===== src/rtl/haptic_pkg.sv =====
// Shared types and defaults for the two-hand haptic motor arbiter.
// The optional PWM feature is enabled by defining HAPTIC_PWM_EN.
package haptic_pkg;

  typedef enum logic [1:0] {
    IDLE  = 2'd0,
    PULSE = 2'd1,
    GAP   = 2'd2
  } state_t;

  localparam logic HAND1 = 1'b0;
  localparam logic HAND2 = 1'b1;

  localparam int PULSE_DEF = 65000;
  localparam int GAP_DEF   = 6500;
  localparam int CNT_W_DEF = 17;

endpackage


===== src/rtl/haptic_rr_pick.sv =====
// Two-way round-robin picker: a lone request wins outright, a tie goes to
// the hand that was not served last.
module haptic_rr_pick
  import haptic_pkg::*;
(
  input  logic [1:0] i_req,
  input  logic       i_last_sel,
  output logic       o_grant_valid,
  output logic       o_grant_sel
);

  assign o_grant_valid = |i_req;
  assign o_grant_sel   = (i_req == 2'b11) ? ~i_last_sel : i_req[1];

endmodule


===== src/rtl/haptic_arbiter.sv =====
// Shares one haptic motor between two hands: frame-sampled requests,
// round-robin grant, fixed on-pulse, then dead time. PWM option: HAPTIC_PWM_EN.
module haptic_arbiter
  import haptic_pkg::*;
#(
  parameter int PULSE_CYCLES = PULSE_DEF,
  parameter int GAP_CYCLES   = GAP_DEF,
  parameter int CNT_W        = CNT_W_DEF
`ifdef HAPTIC_PWM_EN
  ,
  parameter int PWM_PERIOD   = 256,
  parameter int PWM_DUTY     = 128
`endif
)(
  input  logic clockin,
  input  logic reset,
  input  logic vsync,
  input  logic vibrate1,
  input  logic vibrate2,
  output logic motor_on,
  output logic motor_sel,
  output logic busy,
  output logic served1,
  output logic served2
);

  state_t           r_state;
  logic [1:0]       r_req_q;
  logic             r_vsync_d;
  logic [CNT_W-1:0] r_cnt;
  logic             r_last_sel;
  logic             r_motor_on;
  logic             r_motor_sel;
  logic             r_busy;
  logic             r_served1;
  logic             r_served2;

  logic w_frame_tick;
  logic w_grant_valid;
  logic w_grant_sel;
  logic w_grant;

  assign w_frame_tick = vsync & ~r_vsync_d;
  assign w_grant      = (r_state == IDLE) && w_grant_valid;

  haptic_rr_pick u_pick (
    .i_req         (r_req_q),
    .i_last_sel    (r_last_sel),
    .o_grant_valid (w_grant_valid),
    .o_grant_sel   (w_grant_sel)
  );

  always_ff @(posedge clockin) begin
    if (reset) begin
      r_state     <= IDLE;
      r_req_q     <= 2'b00;
      r_vsync_d   <= 1'b0;
      r_cnt       <= '0;
      r_last_sel  <= HAND2;
      r_motor_on  <= 1'b0;
      r_motor_sel <= HAND1;
      r_busy      <= 1'b0;
      r_served1   <= 1'b0;
      r_served2   <= 1'b0;
    end else begin
      r_vsync_d <= vsync;
      // IDLE below decides on the pre-tick req_q; a new sample is seen next cycle.
      if (w_frame_tick) r_req_q <= {vibrate2, vibrate1};
      r_served1 <= 1'b0;
      r_served2 <= 1'b0;
      case (r_state)
        IDLE: begin
          if (w_grant_valid) begin
            r_motor_sel <= w_grant_sel;
            r_cnt       <= CNT_W'(PULSE_CYCLES - 1);
            r_state     <= PULSE;
            r_motor_on  <= 1'b1;
            r_busy      <= 1'b1;
          end
        end
        PULSE: begin
          if (r_cnt == '0) begin
            r_motor_on <= 1'b0;
            r_last_sel <= r_motor_sel;
            r_served1  <= (r_motor_sel == HAND1);
            r_served2  <= (r_motor_sel == HAND2);
            r_cnt      <= CNT_W'(GAP_CYCLES - 1);
            r_state    <= GAP;
          end else begin
            r_cnt <= r_cnt - 1'b1;
          end
        end
        GAP: begin
          if (r_cnt == '0) begin
            r_state <= IDLE;
            r_busy  <= 1'b0;
          end else begin
            r_cnt <= r_cnt - 1'b1;
          end
        end
        default: r_state <= IDLE;
      endcase
    end
  end

`ifdef HAPTIC_PWM_EN
  logic [7:0] r_pwm_cnt;

  // Restarting the PWM phase on each grant makes the first pulse cycle "on".
  always_ff @(posedge clockin) begin
    if (reset) begin
      r_pwm_cnt <= 8'd0;
    end else if (w_grant || (r_pwm_cnt == 8'(PWM_PERIOD - 1))) begin
      r_pwm_cnt <= 8'd0;
    end else begin
      r_pwm_cnt <= r_pwm_cnt + 8'd1;
    end
  end

  assign motor_on = r_motor_on && (32'(r_pwm_cnt) < PWM_DUTY);
`else
  assign motor_on = r_motor_on;
`endif

  assign motor_sel = r_motor_sel;
  assign busy      = r_busy;
  assign served1   = r_served1;
  assign served2   = r_served2;

endmodule

===== config.mk =====
export PLATFORM = sky130hd
export DESIGN_NAME = haptic_arbiter
export DESIGN_NICKNAME = d
export VERILOG_FILES = /design/src/rtl/haptic_pkg.sv /design/src/rtl/haptic_rr_pick.sv /design/src/rtl/haptic_arbiter.sv
export SDC_FILE = /design/constraint.sdc
export NUM_CORES = 1
export LEC_CHECK = 0
export CAP_MARGIN = 20
export CORE_ASPECT_RATIO = 0.6
export CORE_MARGIN = 5
export CORE_UTILIZATION = 50
export DETAILED_ROUTE_END_ITERATION = 12
export PLACE_DENSITY_LB_ADDON = 0.05
export RECOVER_POWER = 50
export SYNTH_ARGS = -nofsm -noshare
export SYNTH_HDL_FRONTEND = slang
export SYNTH_SLANG_ARGS = --single-unit

===== constraint.sdc =====
create_clock -name clockin -period 4.2 [get_ports clockin]
set_input_delay 1.26 -clock clockin [delete_from_list [all_inputs] [get_ports clockin]]
set_output_delay 1.26 -clock clockin [all_outputs]
set_load 0.02 [all_outputs]

==> metrics.md, run 1 <==
| Metric | Value |
|---|---|
| # H-tree levels | 1 |
| DRT iter0 DRCs | between 200 and 300 |
| Total congestion overflow | 0 |
| Initial antenna violation count | 0 |
| Commonest non-fill, non-tap cells in the layout | 28 x dfxtp_1, 21 x o21ai_0, 16 x nor2_1 |
| IO Count | 10 |
| Port bufs | 9 |
| ANT nets after route | 0 |
| CTS Hold Bufs | 0 |
| CTS tree | yes |
| DR WL/cell | between 15 and 20 um |
| CTS clk-pin slew, worst paths | 0.09 ns |
| Drt pass-1 iters | 6 |
| Max IR drop VDD | 0.245 mV |
| Post-DP HPWL | ~3000 um |
| Layout Skew | roughly 0.0050 ns |
| Post-cts gate resize count | 0 |
| P_leak | between 0.6 and 0.7 nW |
| RSZ-0062 raised after global routing | no |
| Status | completed |
| Total GRT Usage | 0.210 |
| Via count | 1555 |
| Hold WS | 0.477 ns |
| FMAX | between 300 and 400 MHz |
| Critical path required time | between 4 and 5 ns |
| Vias in the first global route | 1346 |
| Final hold viol count | 0 |
| Core area | between 0.002 and 0.003 sq mm |
| Post-synth ARST share | 0 |
| DRC Markers | 0 |
| Initial Util | 0.533 |
| Die width | roughly 82 um |
| CTS Sinks | 28 |
| Clk buf depth | 2 |
| Num rows | 15 |
| Post-CTS setup buffers | 0 |
| ANT cells | 0 |
| CTS Buf Count | 3 |
| Critical Path AT | around 3.3 ns |
| Tightest Pin Transition | between 0.9 and 1 ns |
| Startpoint Class | flip-flop |
| Mapped Avg Cell Area | about 8 sq um |
| Yosys top cell by area | dfxtp_1 |
| HP Class | flip-flop to flip-flop |
| Max-capacitance violation count | 0 |
| P per Cell Area | between 400 and 500 mW/mm^2 |
| Final setup fails | 0 |
| Yosys warnings | 0 |
| Minimum clock period | approximately 3.1 ns |
| Period utilisation layout | 0.735 |
| Routed Wire Length | roughly 4200 um |
| Via density | approximately 6.4 |
| First-pass GRT wire length | 6930 um |
| Max transition margin | 0.377 |
| Routability cong. | 0.899 |
| Area of the die | ~0.0044 sq mm |
| Most used DFF post-synth | dfxtp_1 |
| Crit path capture type | flip-flop |
| Register bit total from synthesis | 28 |
| Top-area cell type share of the netlist area | 0.357 |
| Clk_lat worst skew | 0.28 ns |
| Slew Limit Fails | 0 |
| Setup CP Type | flip-flop to flip-flop |
| Synth top area cells | dfxtp_1 36%, o21ai_0 6.7%, a21oi_1 4.8% |
| Overall Power | about 770 uW |
| Largest net degree at the start of global routing | 17 |
| Crit Path Max Fanout | 6 |
| Sequential share of the synthesized area | 0.357 |
| Mapped cell area | around 0.0016 sq mm |
| Final setup TNS | 0 ns |
| Layout Nets | between 200 and 250 |
| Ratio of cells with drive above 1 in the final layout | 0.0547 |
| Most common cell after layout, fill and taps aside | dfxtp_1 |
| Root Driver | clkbuf_8 |
| P&R area growth vs syn | 10.2% |
| Syn Nets | a little over 200 |
| Yosys cell types | 48 |
| Post-synth EDFFs | 0 |
| Die height | roughly 53 um |
| Post-synthesis cell count | a little under 200 |
per-layer routing:
layer | vias up | global-route usage | share of wire
met5 | - | 0 | 0
met1 | 707 | 0.326 | 0.51
met4 | 0 | 0.0470 | 0.013
met2 | 88 | 0.287 | 0.38
li1 | 749 | - | -
met3 | 11 | 0.0425 | 0.10
synthesized netlist by cell type, types with 3 or more instances:
cell type / n
nor3_1: 8
o21ai_0: 21
inv_1: 7
nor4_1: 7
ha_1: 5
a21o_1: 3
clkbuf_1: 8
a32o_1: 5
and2_1: 3
nand2_1: 13
a21oi_1: 15
a211oi_1: 6
nor2_1: 16
dfxtp_1: 28
or3_1: 3
nand3_1: 5
cells by family after synthesis:
| family | share of synthesized area |
|---|---|
| simple gates | 0.252 |
| flops | 0.357 |
| xor+xnor | 0.0112 |
| fa+ha+maj | 0.0398 |
| mux | 0.0127 |
| compound gates | 0.283 |
| buf+inv | 0.0446 |
sequential cells by signal (all words and copies together), names as in the netlist:
| register | cells |
|---|---|
| r_last_sel | 1 |
| r_vsync_d | 1 |
| served2 | 1 |
| r_cnt | 17 |
| r_state | 2 |
| motor_sel | 1 |
| busy | 1 |
| served1 | 1 |
| motor_on | 1 |
| r_req_q | 2 |
per-stage QoR:
stage	worst slack, ns	instance area (sq um)	util	cells
2_1_floorplan	2.00	1570	-	197
6_report	1.11	1730	0.587	243
4_1_cts	1.23	1740	0.589	243
5_1_grt	0.892	1730	0.587	243
3_5_place_dp	0.948	1680	0.570	239
3_3_place_gp	1.02	1680	0.570	239
where the power goes:
group / switching, mW / internal (mW)
sequential: 0.0419 / 0.299
clock: 0.0829 / 0.0840
combinational: 0.162 / 0.103
total: 0.287 / 0.486
worst max-delay path, stage by stage, from the launching register on:
cell and delay (ns):
dfxtp_1 0.34, inv_1 0.10, ha_1 0.25, nor4b_1 0.77, nand4_1 0.39, o21ai_0 0.74
o311ai_0 0.24, a21oi_1 0.19
cell type report:
cell class | instances | area (sq um)
multi-input cells | 151 | 935
inverters | 8 | 30.0
fillers | 283 | 1220
flip-flops and latches | 28 | 561
well taps | 42 | 52.6
repair buffers | 10 | 97.6
clock buffers | 4 | 55.1
worst paths after layout:
check        startpoint         to  slack [ns]  cells after the start
max            r_cnt[0]  r_cnt[11]        1.11                      7
min                busy       busy        0.48                      2
max reg2reg    r_cnt[0]  r_cnt[11]        1.11                      7
min reg2reg        busy       busy        0.48                      2
Note: power is estimated with default switching activity, not from simulation.
==> run 2, diff against run 1 <==
clock period = 3.1 ns   (was 4.2 ns; I/O delays follow)
==> metrics.md, run 2 (synthesis gave the netlist of run 1 again) <==
| Metric | Value |
|---|---|
| CTS clk-pin slew, worst paths | 0.10 ns (was 0.09 ns) |
| CP delay by family, top | simple AND/OR/NAND/NOR gates (was compound AO/OA/AOI/OAI gates) |
| # H-tree levels | 1 (unchanged) |
| Layout Nets | 214 (was 212) |
| Period utilisation layout | 0.852 (was 0.735) |
| DRC Markers | 0 (unchanged) |
| Crit Path Max Fanout | 11 (was 6) |
| Crit. Startpoint | r_cnt[0] (unchanged) |
| Minimum clock period | 2.64 ns (was 3.09 ns) |
| Startpoint Class | flip-flop (unchanged) |
| P_leak | 0.634 nW (was 0.635 nW) |
| FILL cells | 280 (was 283) |
| Post-DP HPWL | 2940 um (was 3000 um) |
| Total congestion overflow | 0 (unchanged) |
| Clk_lat worst skew | 0.28 ns (about the same) |
| Final setup fails | 0 (unchanged) |
| CTS Hold Bufs | 0 (unchanged) |
| First-pass GRT wire length | 7130 um (was 6930 um) |
| Total GRT Usage | 0.215 (was 0.210) |
| Reg-to-reg startpoint | r_cnt[0] (unchanged) |
| Root Driver | clkbuf_8 (unchanged) |
| Placed cell area | 0.00170 sq mm (was 0.00168 sq mm) |
| Final hold viol count | 0 (unchanged) |
| Setup CP Type | flip-flop to flip-flop (unchanged) |
| Die width | 82.3 um (unchanged) |
| Final setup TNS | 0 ns (unchanged) |
| Worst slack at placement | 0.547 ns (was 0.948 ns) |
| CTS tree | yes (unchanged) |
| Core area | 0.00295 sq mm (unchanged) |
| Routability cong. | 0.982 (was 0.899) |
| R2R setup slack | 0.46 ns (was 1.11 ns) |
| Slew Limit Fails | 0 (unchanged) |
| Biggest register | r_cnt (unchanged) |
| Crit path capture type | flip-flop (unchanged) |
| Post-CTS setup buffers | 0 (unchanged) |
| Initial Util | 0.533 (unchanged) |
| Min-Delay Startpoint | r_last_sel (was busy) |
| Num rows | 15 (unchanged) |
| ANT cells | 0 (unchanged) |
| Vias in the first global route | 1439 (was 1346) |
| Worst path bufs/invs | 2 (was 1) |
| Drt pass-1 iters | 4 (was 6) |
| Max IR drop VDD | 0.217 mV (was 0.245 mV) |
| Reg area | 561 sq um (unchanged) |
| Critical path required time | 3.28 ns (was 4.41 ns) |
| Overall Power | 1.05 mW (was 772 uW) |
| Met3 Usage GRT | 0.0459 (was 0.0425) |
| Post-route cell area | 0.00174 sq mm (was 0.00173 sq mm) |
| Initial antenna violation count | 0 (unchanged) |
| Final core area utilization | 0.590 (was 0.587) |
| Area of the multi-input gates | 936 sq um (was 935 sq um) |
| Area of the die | 0.00440 sq mm (unchanged) |
| Via density | 6.38 (was 6.40) |
| ANT nets after route | 0 (unchanged) |
| Post-cts gate resize count | 0 (unchanged) |
| Via count | 1563 (was 1555) |
| DR WL/cell | 16.7 um (was 17.2 um) |
| CTS Buf Count | 3 (unchanged) |
| Met2 usage | 0.313 (was 0.287) |
| Most common cell after layout, fill and taps aside | dfxtp_1 (unchanged) |
| Ratio of cells with drive above 1 in the final layout | 0.0542 (was 0.0547) |
| FMAX | 378 MHz (was 324 MHz) |
| Max reg flops | 17 (unchanged) |
| Setup ws final | 0.458 ns (was 1.11 ns) |
| GR Util met1 | 0.311 (was 0.326) |
| Max transition margin | 0.426 (was 0.377) |
| IO Count | 10 (unchanged) |
| P per Cell Area | 606 mW/mm^2 (was 446 mW/mm^2) |
| Commonest non-fill, non-tap cells in the layout | 28 x dfxtp_1, 21 x o21ai_0, 16 x nor2_1 (unchanged) |
| Critical Path AT | 2.82 ns (was 3.30 ns) |
| RSZ-0062 raised after global routing | no (unchanged) |
| P&R area growth vs syn | 10.8% (was 10.2%) |
| DRT iter0 DRCs | 181 (was 252) |
| Layout Skew | 0.00515 ns (was 0.00501 ns) |
| Slowest-stage cell, CP | and4_1 (was nor4b_1) |
| CTS Sinks | 28 (unchanged) |
| Routed Wire Length | 4100 um (was 4170 um) |
| Port bufs | 9 (unchanged) |
| Top Registers | r_cnt: 17 flops, r_req_q: 2 flops, r_state: 2 flops (unchanged) |
| GR peak layer | met2 (was met1) |
| Critical path, cell by cell | inv_1 > ha_1 > nor4b_1 > clkbuf_1 > and4_1 > a21o_1 > nor2_1 > a32o_1 (was inv_1 > ha_1 > nor4b_1 > nand4_1 > o21ai_0 > o311ai_0 > a21oi_1) |
| HP Class | flip-flop to flip-flop (unchanged) |
| Max-capacitance violation count | 0 (unchanged) |
| Clk buf depth | 2 (unchanged) |
| Largest net degree at the start of global routing | 16 (was 17) |
| Slowest stage delay, CP | 0.52 ns (was 0.77 ns) |
| Die height | 53.4 um (unchanged) |
| Status | completed (unchanged) |
| Tightest Pin Transition | 0.857 ns (was 0.921 ns) |
run 2: cell count changes in the layout (fill, tap and decap cells not counted):
cell,previous run,this run
or3_4,0,1
clkbuf_1,0,2
or4_1,1,2
or4_4,2,1
and2_0,0,1
clkdlybuf4s50_1,3,4
and2_1,3,2
dlygate4sd3_1,6,5
or3_1,4,3
run 2: layout make-up:
cell class / instances / area share
Multi-Input combinational cell: 151 / 0.538
Timing Repair Buffer: 12 / 0.0604
Inverter: 8 / 0.0173
Sequential cell: 28 / 0.322
Tap cell: 42 / 0.0302
Clock buffer: 4 / 0.0317
run 2: final timing paths:
check                to  cells after the start
max           r_cnt[14]                      8
min          r_last_sel                      2
max reg2reg   r_cnt[14]                      8
min reg2reg  r_last_sel                      2
run 2: worst reg2reg max path, delay by kind of cell (launching register included):
| kind | cells | cell delay [ns] |
|---|---|---|
| simple gates | 3 | 0.90 |
| compound gates | 2 | 0.69 |
| buf+inv | 2 | 0.38 |
| flops | 1 | 0.34 |
| fa+ha+maj | 1 | 0.24 |
run 2: power by group:
group	internal (mW)	switching, mW
clock network	0.114	0.118
registers	0.405	0.0528
logic	0.141	0.222
total	0.660	0.394
run 2: through the flow:
stage                     std cells  hold WS [ns]
final                           245         0.481
after global placement          241         0.448
after CTS                       245         0.484
after detailed placement        241         0.466
after global routing            245         0.516
after floorplan                 197         0.425
run 2: layer usage:
layer	part of all wire	wire [um]	vias to the layer above
met5	0	0	-
met1	0.48	1970	745
met4	0.0083	34	0
li1	-	-	754
met3	0.074	302	6
met2	0.44	1790	58
